--- src/rtl/wb_pkg.sv ---
// Shared constants and types for the write-back port arbiter.
package wb_pkg;

  // Default widths of the register-file write port.
  localparam int unsigned DEF_DATA_W = 32;
  localparam int unsigned DEF_REG_W  = 5;

  // Fixed requester slots on the write-back port.
  localparam int unsigned REQ_ALU    = 0;
  localparam int unsigned REQ_MEM    = 1;
  localparam int unsigned REQ_MULDIV = 2;

  // One write request at the default widths.
  typedef struct packed {
    logic [DEF_REG_W-1:0]  rd;
    logic [DEF_DATA_W-1:0] data;
  } wb_req_t;

endpackage

--- src/rtl/rr_arbiter.sv ---
// Combinational round-robin picker: first requester at or after ptr, wrapping.
module rr_arbiter #(
  parameter int unsigned NUM_REQ = 3,
  localparam int unsigned IDX_W  = $clog2(NUM_REQ)
) (
  input  logic [NUM_REQ-1:0] req,
  input  logic               enable,
  input  logic [IDX_W-1:0]   ptr,
  output logic [NUM_REQ-1:0] grant,
  output logic [IDX_W-1:0]   grant_idx
);

  logic             found;
  logic [IDX_W-1:0] cand;

  // Scan candidates in priority order starting at ptr; keep the first hit.
  always_comb begin
    grant     = '0;
    grant_idx = '0;
    found     = 1'b0;
    cand      = '0;
    if (enable) begin
      for (int unsigned off = 0; off < NUM_REQ; off++) begin
        cand = IDX_W'((32'(ptr) + off) % NUM_REQ);
        if (!found && req[cand]) begin
          found       = 1'b1;
          grant_idx   = cand;
          grant[cand] = 1'b1;
        end
      end
    end
  end

endmodule

--- src/rtl/wb_port_arbiter.sv ---
// Round-robin sharing of the single register-file write port between producers.
module wb_port_arbiter
  import wb_pkg::*;
#(
  parameter int unsigned NUM_REQ = 3,
  parameter int unsigned DATA_W  = DEF_DATA_W,
  parameter int unsigned REG_W   = DEF_REG_W,
  parameter int unsigned CNT_W   = 16
) (
  input  logic                      CLK,
  input  logic                      RESET,
  input  logic                      wb_enable,
  input  logic [NUM_REQ-1:0]        req_valid,
  input  logic [NUM_REQ*REG_W-1:0]  req_reg,
  input  logic [NUM_REQ*DATA_W-1:0] req_data,
  output logic [NUM_REQ-1:0]        req_ready,
  output logic                      wr_en,
  output logic [REG_W-1:0]          wr_reg,
  output logic [DATA_W-1:0]         wr_data,
  output logic                      stall_out,
  output logic [CNT_W-1:0]          conflict_cnt
);

  localparam int unsigned IDX_W = $clog2(NUM_REQ);

  logic [IDX_W-1:0]  rr_ptr_q, rr_ptr_d;
  logic              wr_en_q, wr_en_d;
  logic [REG_W-1:0]  wr_reg_q, wr_reg_d;
  logic [DATA_W-1:0] wr_data_q, wr_data_d;
  logic [CNT_W-1:0]  cnt_q, cnt_d;

  logic [NUM_REQ-1:0] grant;
  logic [IDX_W-1:0]   grant_idx;
  logic               xfer;
  logic [REG_W-1:0]   sel_reg;
  logic [DATA_W-1:0]  sel_data;

  rr_arbiter #(
    .NUM_REQ (NUM_REQ)
  ) u_rr_arbiter (
    .req       (req_valid),
    .enable    (wb_enable),
    .ptr       (rr_ptr_q),
    .grant     (grant),
    .grant_idx (grant_idx)
  );

  // Transfer detection, payload mux, and next-state for pointer, write port, counter.
  always_comb begin
    xfer      = |(req_valid & grant);
    sel_reg   = req_reg[grant_idx*REG_W +: REG_W];
    sel_data  = req_data[grant_idx*DATA_W +: DATA_W];
    rr_ptr_d  = rr_ptr_q;
    wr_en_d   = 1'b0;
    wr_reg_d  = wr_reg_q;
    wr_data_d = wr_data_q;
    cnt_d     = cnt_q;
    if (xfer) begin
      rr_ptr_d = (grant_idx == IDX_W'(NUM_REQ - 1)) ? '0 : grant_idx + 1'b1;
      // Register 0 is hardwired: accept the request but never strobe the write.
      if (sel_reg != '0) begin
        wr_en_d   = 1'b1;
        wr_reg_d  = sel_reg;
        wr_data_d = sel_data;
      end
    end
    if (($countones(req_valid) >= 2) && (cnt_q != '1)) begin
      cnt_d = cnt_q + 1'b1;
    end
  end

  // State registers; an in-flight write is dropped on reset.
  always_ff @(posedge CLK or negedge RESET) begin
    if (!RESET) begin
      rr_ptr_q  <= '0;
      wr_en_q   <= 1'b0;
      wr_reg_q  <= '0;
      wr_data_q <= '0;
      cnt_q     <= '0;
    end else begin
      rr_ptr_q  <= rr_ptr_d;
      wr_en_q   <= wr_en_d;
      wr_reg_q  <= wr_reg_d;
      wr_data_q <= wr_data_d;
      cnt_q     <= cnt_d;
    end
  end

  assign req_ready    = grant;
  assign stall_out    = |(req_valid & ~grant);
  assign wr_en        = wr_en_q;
  assign wr_reg       = wr_reg_q;
  assign wr_data      = wr_data_q;
  assign conflict_cnt = cnt_q;

endmodule
--- config.mk ---
export PLATFORM = sky130hd
export DESIGN_NAME = wb_port_arbiter
export DESIGN_NICKNAME = d
export VERILOG_FILES = /design/src/rtl/wb_pkg.sv /design/src/rtl/rr_arbiter.sv /design/src/rtl/wb_port_arbiter.sv
export SDC_FILE = /design/constraint.sdc
export NUM_CORES = 1
export LEC_CHECK = 0
export CAP_MARGIN = 20
export CORE_UTILIZATION = 44
export DETAILED_ROUTE_END_ITERATION = 8
export GPL_TIMING_DRIVEN = 0
export PLACE_DENSITY = 0.95
export REMOVE_ABC_BUFFERS = 1
export SYNTH_ARGS = -nofsm -noshare
export SYNTH_HDL_FRONTEND = slang
export SYNTH_SLANG_ARGS = --single-unit
--- constraint.sdc ---
create_clock -name CLK -period 7.01 [get_ports CLK]
set_input_delay 1.402 -clock CLK [delete_from_list [all_inputs] [get_ports CLK]]
set_output_delay 1.402 -clock CLK [all_outputs]
set_load 0.005 [all_outputs]
# Yosys cells after proc, flatten, opt, wreduce, memory -nomap -nowiden
# Cells that the tools add are included.
# word_totals
inputBits	117
register_bits	56
wordCells	72
# classes
n_reduce_logical	12
mux	29
order_cmp	7
addsub	6
n_mul	1
div_mod_pow	3
n_shift	2
bitwise_logic	5
eq_ne	2
# op_table
op	n
$shiftx 96x8->32	1
$mod 32x2->32 const B	2
$mod 2x2->32 const B	1
$mux 3	6
$add 16x1->16 const B	1
$ne 16x16->1 const B	1
$shiftx 15x6->5	1
$mux 1	12
$mux 2	5
$lt 2x3->1 const B	3
$and 3x3->3	2
$bmux 1 s2	3
$demux 1 s2	3
$ge 2x1->1 const B	3
$logic_and 1x1->1	6
$or 3x3->3	2
$reduce_or 3->1	2
$mul 2x3->5 const B	1
$reduce_bool 5->1	1
$add 2x1->3	1
$add 2x1->3 const B	1
$add 2x2->3 const B	1
$ge 3x2->1 const B	1
$not 3->3	1
other kinds (5)	6

# Longest topological paths before layout
# logic_depth
ltp_word	18
ltp_mapped	14
mapped_depth_nobuf	9

# Modules after synthesis
# A second synthesis with hierarchy kept.
# unflattened
cells_unflattened	345
area_unflattened_um2	3570.9
# by_module_without_submodules
mod	area_per_inst_um2	cells_per_inst	instances
wb_port_arbiter	3190.6	291	1
rr_arbiter	380.4	54	1

# Worst setup path before layout
# No wires, ideal clock.
# synth_path
path_type	input -> output
start	input req_valid[1]
end	output stall_out
stages	8
required_time_ns	5.608
t_arrival_ns	2.519
setup_slack_ns	3.089
n_path_buf	2
cell_sequence	mux2i_1 > or2_1 > buf_6 > and2_4 > buf_6 > nand3_1 > a21boi_0 > o221ai_1
# synth_via
elab_chain_len	15
word_cells_on_any_way	25
cone_classes	mux: 16; bitwise: 4; reduce/logical: 5
# synth_rtl
element	line	source
start, declared	wb_port_arbiter.sv:13	input logic [NUM_REQ-1:0] req_valid,
$bmux 1 s2	rr_arbiter.sv:25	if (!found && req[cand]) begin
$mux 1 (not written as such)	rr_arbiter.sv:25	
$mux 1	rr_arbiter.sv:25	
$mux 1	rr_arbiter.sv:22	if (enable) begin
$logic_not 1->1	rr_arbiter.sv:25	
$logic_and 1x1->1	rr_arbiter.sv:25	
$mux 1	rr_arbiter.sv:25	
$mux 1	rr_arbiter.sv:22	
$logic_not 1->1	rr_arbiter.sv:25	
$logic_and 1x1->1	rr_arbiter.sv:25	
$mux 3 *	rr_arbiter.sv:25	
$mux 3 *	rr_arbiter.sv:22	
via req_ready[1]	wb_port_arbiter.sv:16	output logic [NUM_REQ-1:0] req_ready,
$not 3->3 *	wb_port_arbiter.sv:90	assign stall_out = |(req_valid & ~grant);
$and 3x3->3 *	wb_port_arbiter.sv:90	
$reduce_or 3->1 *	wb_port_arbiter.sv:90	
end, declared	wb_port_arbiter.sv:20	output logic stall_out,
# The timed path passes the listed nets; every way through them passes the cells marked *. The select of a mux whose other input is x is not followed.

# Worst setup path after layout
# layout_path
start	input req_valid[2]
end	output stall_out
# layout_via
elab_chain_len	15
word_cells_on_any_way	25
cone_classes	mux: 16; bitwise: 4; reduce/logical: 5
# layout_rtl
element	line
$bmux 1 s2	rr_arbiter.sv:25
$mux 1 (not written as such)	rr_arbiter.sv:25
$mux 1	rr_arbiter.sv:25
$mux 1	rr_arbiter.sv:22
$logic_not 1->1	rr_arbiter.sv:25
$logic_and 1x1->1	rr_arbiter.sv:25
$mux 1	rr_arbiter.sv:25
$mux 1	rr_arbiter.sv:22
$logic_not 1->1	rr_arbiter.sv:25
$logic_and 1x1->1	rr_arbiter.sv:25
$mux 3	rr_arbiter.sv:25
$mux 3	rr_arbiter.sv:22
$not 3->3	wb_port_arbiter.sv:90
$and 3x3->3 *	wb_port_arbiter.sv:90
$reduce_or 3->1 *	wb_port_arbiter.sv:90
# Every way passes the cells marked *; elsewhere a longest branch is shown, timed or not. The select of a mux whose other input is x is not followed.

==> impl_metrics.py <==
metrics = {
    "status": {
        "status": "finished, final reports clean",
    },
    "drt": {
        "drtIter0Drc": 96,
        "routed_wl_um": 10100,
        "drt_first_pass_iters": 4,
        "routedWlPerCell_um": 16.0,
        "vias_per_cell": 5.39,
        "via_count": 3378,
        "drc": 0,
        "ant_nets": 0,
    },
    "logic_synthesis": {
        "synthFlopType": "dfrtp_1",
        "async_flop_share": 1.00,
        "yosys_warnings": 0,
        "synth_cell_types": 56,
        "ys_seq_area_frac": 0.398,
        "postSynthCellCount": 359,
        "avgSynthCellArea_um2": 9.81,
        "ys_seq_elements": 56,
        "synth_area_mm2": 0.00352,
        "synth_edf_count": 0,
    },
    "timing": {
        "fin_crit_sh": 0.729,
        "setup_viol": 0,
        "max_freq_ghz": 0.196,
        "slew_violations": 0,
        "finalHoldViolCount": 0,
        "period_needed_ns": 5.11,
        "finClkSkew_ns": 0.00959,
        "tightest_slew_ns": 1.12,
        "max_slew_margin": 0.251,
        "rsz0062_at_grt": "no",
    },
    "final_layout": {
        "regArea_mm2": 0.00140,
        "final_core_util": 0.705,
        "antennaDiodeCount": 0,
        "multi_input_area_mm2": 0.00183,
        "synthToLayoutAreaGrowth_pct": 54.7,
        "fin_nets": 647,
        "finish.instance_area_mm2": 0.00545,
        "largest_register_ffs": 32,
        "drive_gt1_frac": 0.0533,
        "num-fill-cells": 561,
    },
    "grt": {
        "grtUsageMet3": 0.0503,
        "grt_max_degree": 37,
        "grt_util_met1": 0.295,
        "overflow": 0,
        "grt_antenna_before_repair": 0,
        "top_usage_layer": "met2",
        "grt_pass1_vias": 3381,
        "track_usage": 0.242,
        "grt_pass1_wl_um": 16100,
        "use_met2": 0.432,
    },
    "power": {
        "netSwitchingPower_uw": 783,
        "clkPwrFrac": 0.087,
        "swShare": 0.389,
        "peakVddDrop_v": 0.000173,
        "total_power_mw": 2.01,
        "comb_power_share": 0.633,
        "p_leak_nw": 2.32,
        "p_int_mw": 1.23,
        "seqPwrFrac": 0.280,
        "power_density_mw_per_mm2": 370,
    },
    "setup_path": {
        "critPathMaxFanout": 10,
        "critPathRequiredTime_ns": 5.61,
        "start_kind": "input pin",
        "crit_path_end_kind": "primary output",
        "cp.arrival_ns": 3.71,
        "critPathKind": "input pin to primary output",
    },
    "placed_design": {
        "place.gp.congestion": 0.857,
        "port_buffers": 174,
        "place_hpwl_um": 7930,
        "placed_area_mm2": 0.00536,
    },
    "clock_tree": {
        "numCtsBuffers": 5,
        "postCtsResizedCells": 0,
        "cts_tree": "built",
        "cts_root_buf": "clkbuf_8",
        "cts_sinks": 56,
        "h-tree-depth": 2,
        "clk_pin_slew_worst_paths_ns": 0.10,
        "holdBufCountCts": 0,
        "cts_setup_buffers": 0,
        "cts_max_path_buffers": 2,
        "clock_latency_ns": 0.30,
    },
    "floorplan": {
        "die_h_um": 91.5,
        "die_x_um": 91.5,
        "dieArea_mm2": 0.00837,
        "initial_core_util": 0.456,
        "core_area_mm2": 0.00773,
        "num_io_pins": 175,
        "core.rowCount": 32,
    },
    "run": {
        "drv_cap": 0,
    },
    "worst_hold_path": {
        "hp-class": "flip-flop to flip-flop",
    },
}
## power groups by stage
stage,clock network (mW),logic (mW),registers [mW]
2_1_floorplan,0,0.682,0.569
3_3_place_gp,0,1.18,0.557
3_5_place_dp,0,1.28,0.567
4_1_cts,0.182,1.28,0.564
5_1_grt,0.194,1.38,0.585
6_report,0.175,1.27,0.564
## layout by cell type, fill, tap and decap left out, types with 3 or more instances in the layout
cell             instances
a21boi_0                 3
a21oi_1                 39
a221oi_1                 3
a22o_1                  32
and2_1                   9
and3_1                   4
clkbuf_8                 5
clkdlybuf4s50_1        173
dfrtp_1                 56
ha_1                     6
inv_1                   43
mux2i_1                 36
nand2_1                 17
nand2b_1                 4
nand3_1                  4
nand4_1                  5
nor2_1                  10
nor2b_1                  4
o21ai_0                  5
xnor2_1                 11
xor2_1                   4
## Yosys cell counts (all sizes together) (3+ instances only)
cell type / count / area, µm²
and3: 4 / 25.0
mux2: 3 / 33.8
a21oi: 39 / 195
a22o: 32 / 280
or2: 3 / 18.8
nand4: 5 / 31.3
inv: 44 / 165
nand2: 17 / 63.8
dfrtp: 56 / 1400
nor2b: 4 / 25.0
nor3b: 3 / 27.5
a221oi: 4 / 41.3
and2: 10 / 65.1
nand3: 4 / 20.0
buf: 11 / 104
xnor2: 11 / 96.3
mux2i: 36 / 360
o21ai: 5 / 25.0
xor2: 4 / 35.0
a21boi: 4 / 30.0
nand2b: 4 / 25.0
ha: 6 / 75.1
nor2: 10 / 37.5
clkbuf: 10 / 37.5
## critical path, stage by stage
cell and delay (ns):
clkdlybuf4s50_1 0.58, nor4bb_1 0.34, o21ai_0 0.12, a211o_1 0.28, a21boi_1 0.31, o221ai_1 0.19, clkdlybuf4s50_1 0.47
## per-stage QoR
step / setup TNS [ns] / hold WS, ns / setup WS [ns] / std cells
global route: 0 / 0.537 / 1.71 / 627
finish: 0 / 0.506 / 1.90 / 627
floorplan: 0 / 0.477 / 1.98 / 338
global placement: -0.152 / 0.478 / -0.0788 / 614
detailed placement: 0 / 0.487 / 1.85 / 619
CTS: 0 / 0.498 / 1.91 / 627
## layout make-up
| cell class | count | share of cell area |
|---|---|---|
| Tap cell | 102 | 0.0234 |
| Multi-Input combinational cell | 238 | 0.335 |
| Clock inverter | 2 | 0.00253 |
| Clock buffer | 6 | 0.0133 |
| Sequential cell | 56 | 0.257 |
| Inverter | 44 | 0.0303 |
| Timing Repair Buffer | 179 | 0.338 |
## metal layers
layer	wire length (µm)	vias up
met5	0	-
met4	123	0
met3	567	12
met2	5250	139
met1	4120	1619
li1	-	1608
## cells by family after synthesis
kind of cell | Yosys count | synth area share
fa+ha+maj | 6 | 0.0213
flops | 56 | 0.398
mux | 39 | 0.112
simple gates | 70 | 0.110
xor+xnor | 15 | 0.0373
compound gates | 108 | 0.235
buf+inv | 65 | 0.0870
## worst paths after layout
check	slack [ns]	endpoint	startpoint	cells after the start
worst max-delay path	1.90	stall_out	req_valid[2]	7
worst min-delay path	0.51	conflict_cnt[5]$_DFFE_PN0P_	conflict_cnt[5]$_DFFE_PN0P_	1
worst max register to register	3.05	wr_data[8]$_DFFE_PN0P_	rr_ptr_q[1]$_DFFE_PN0P_	11
worst min register to register	0.51	conflict_cnt[5]$_DFFE_PN0P_	conflict_cnt[5]$_DFFE_PN0P_	1
max in group asynchronous	5.39	wr_data[31]$_DFFE_PN0P_	RESET	2
min in group asynchronous	1.06	wr_data[16]$_DFFE_PN0P_	RESET	1
Note: power is estimated with default switching activity, not from simulation.
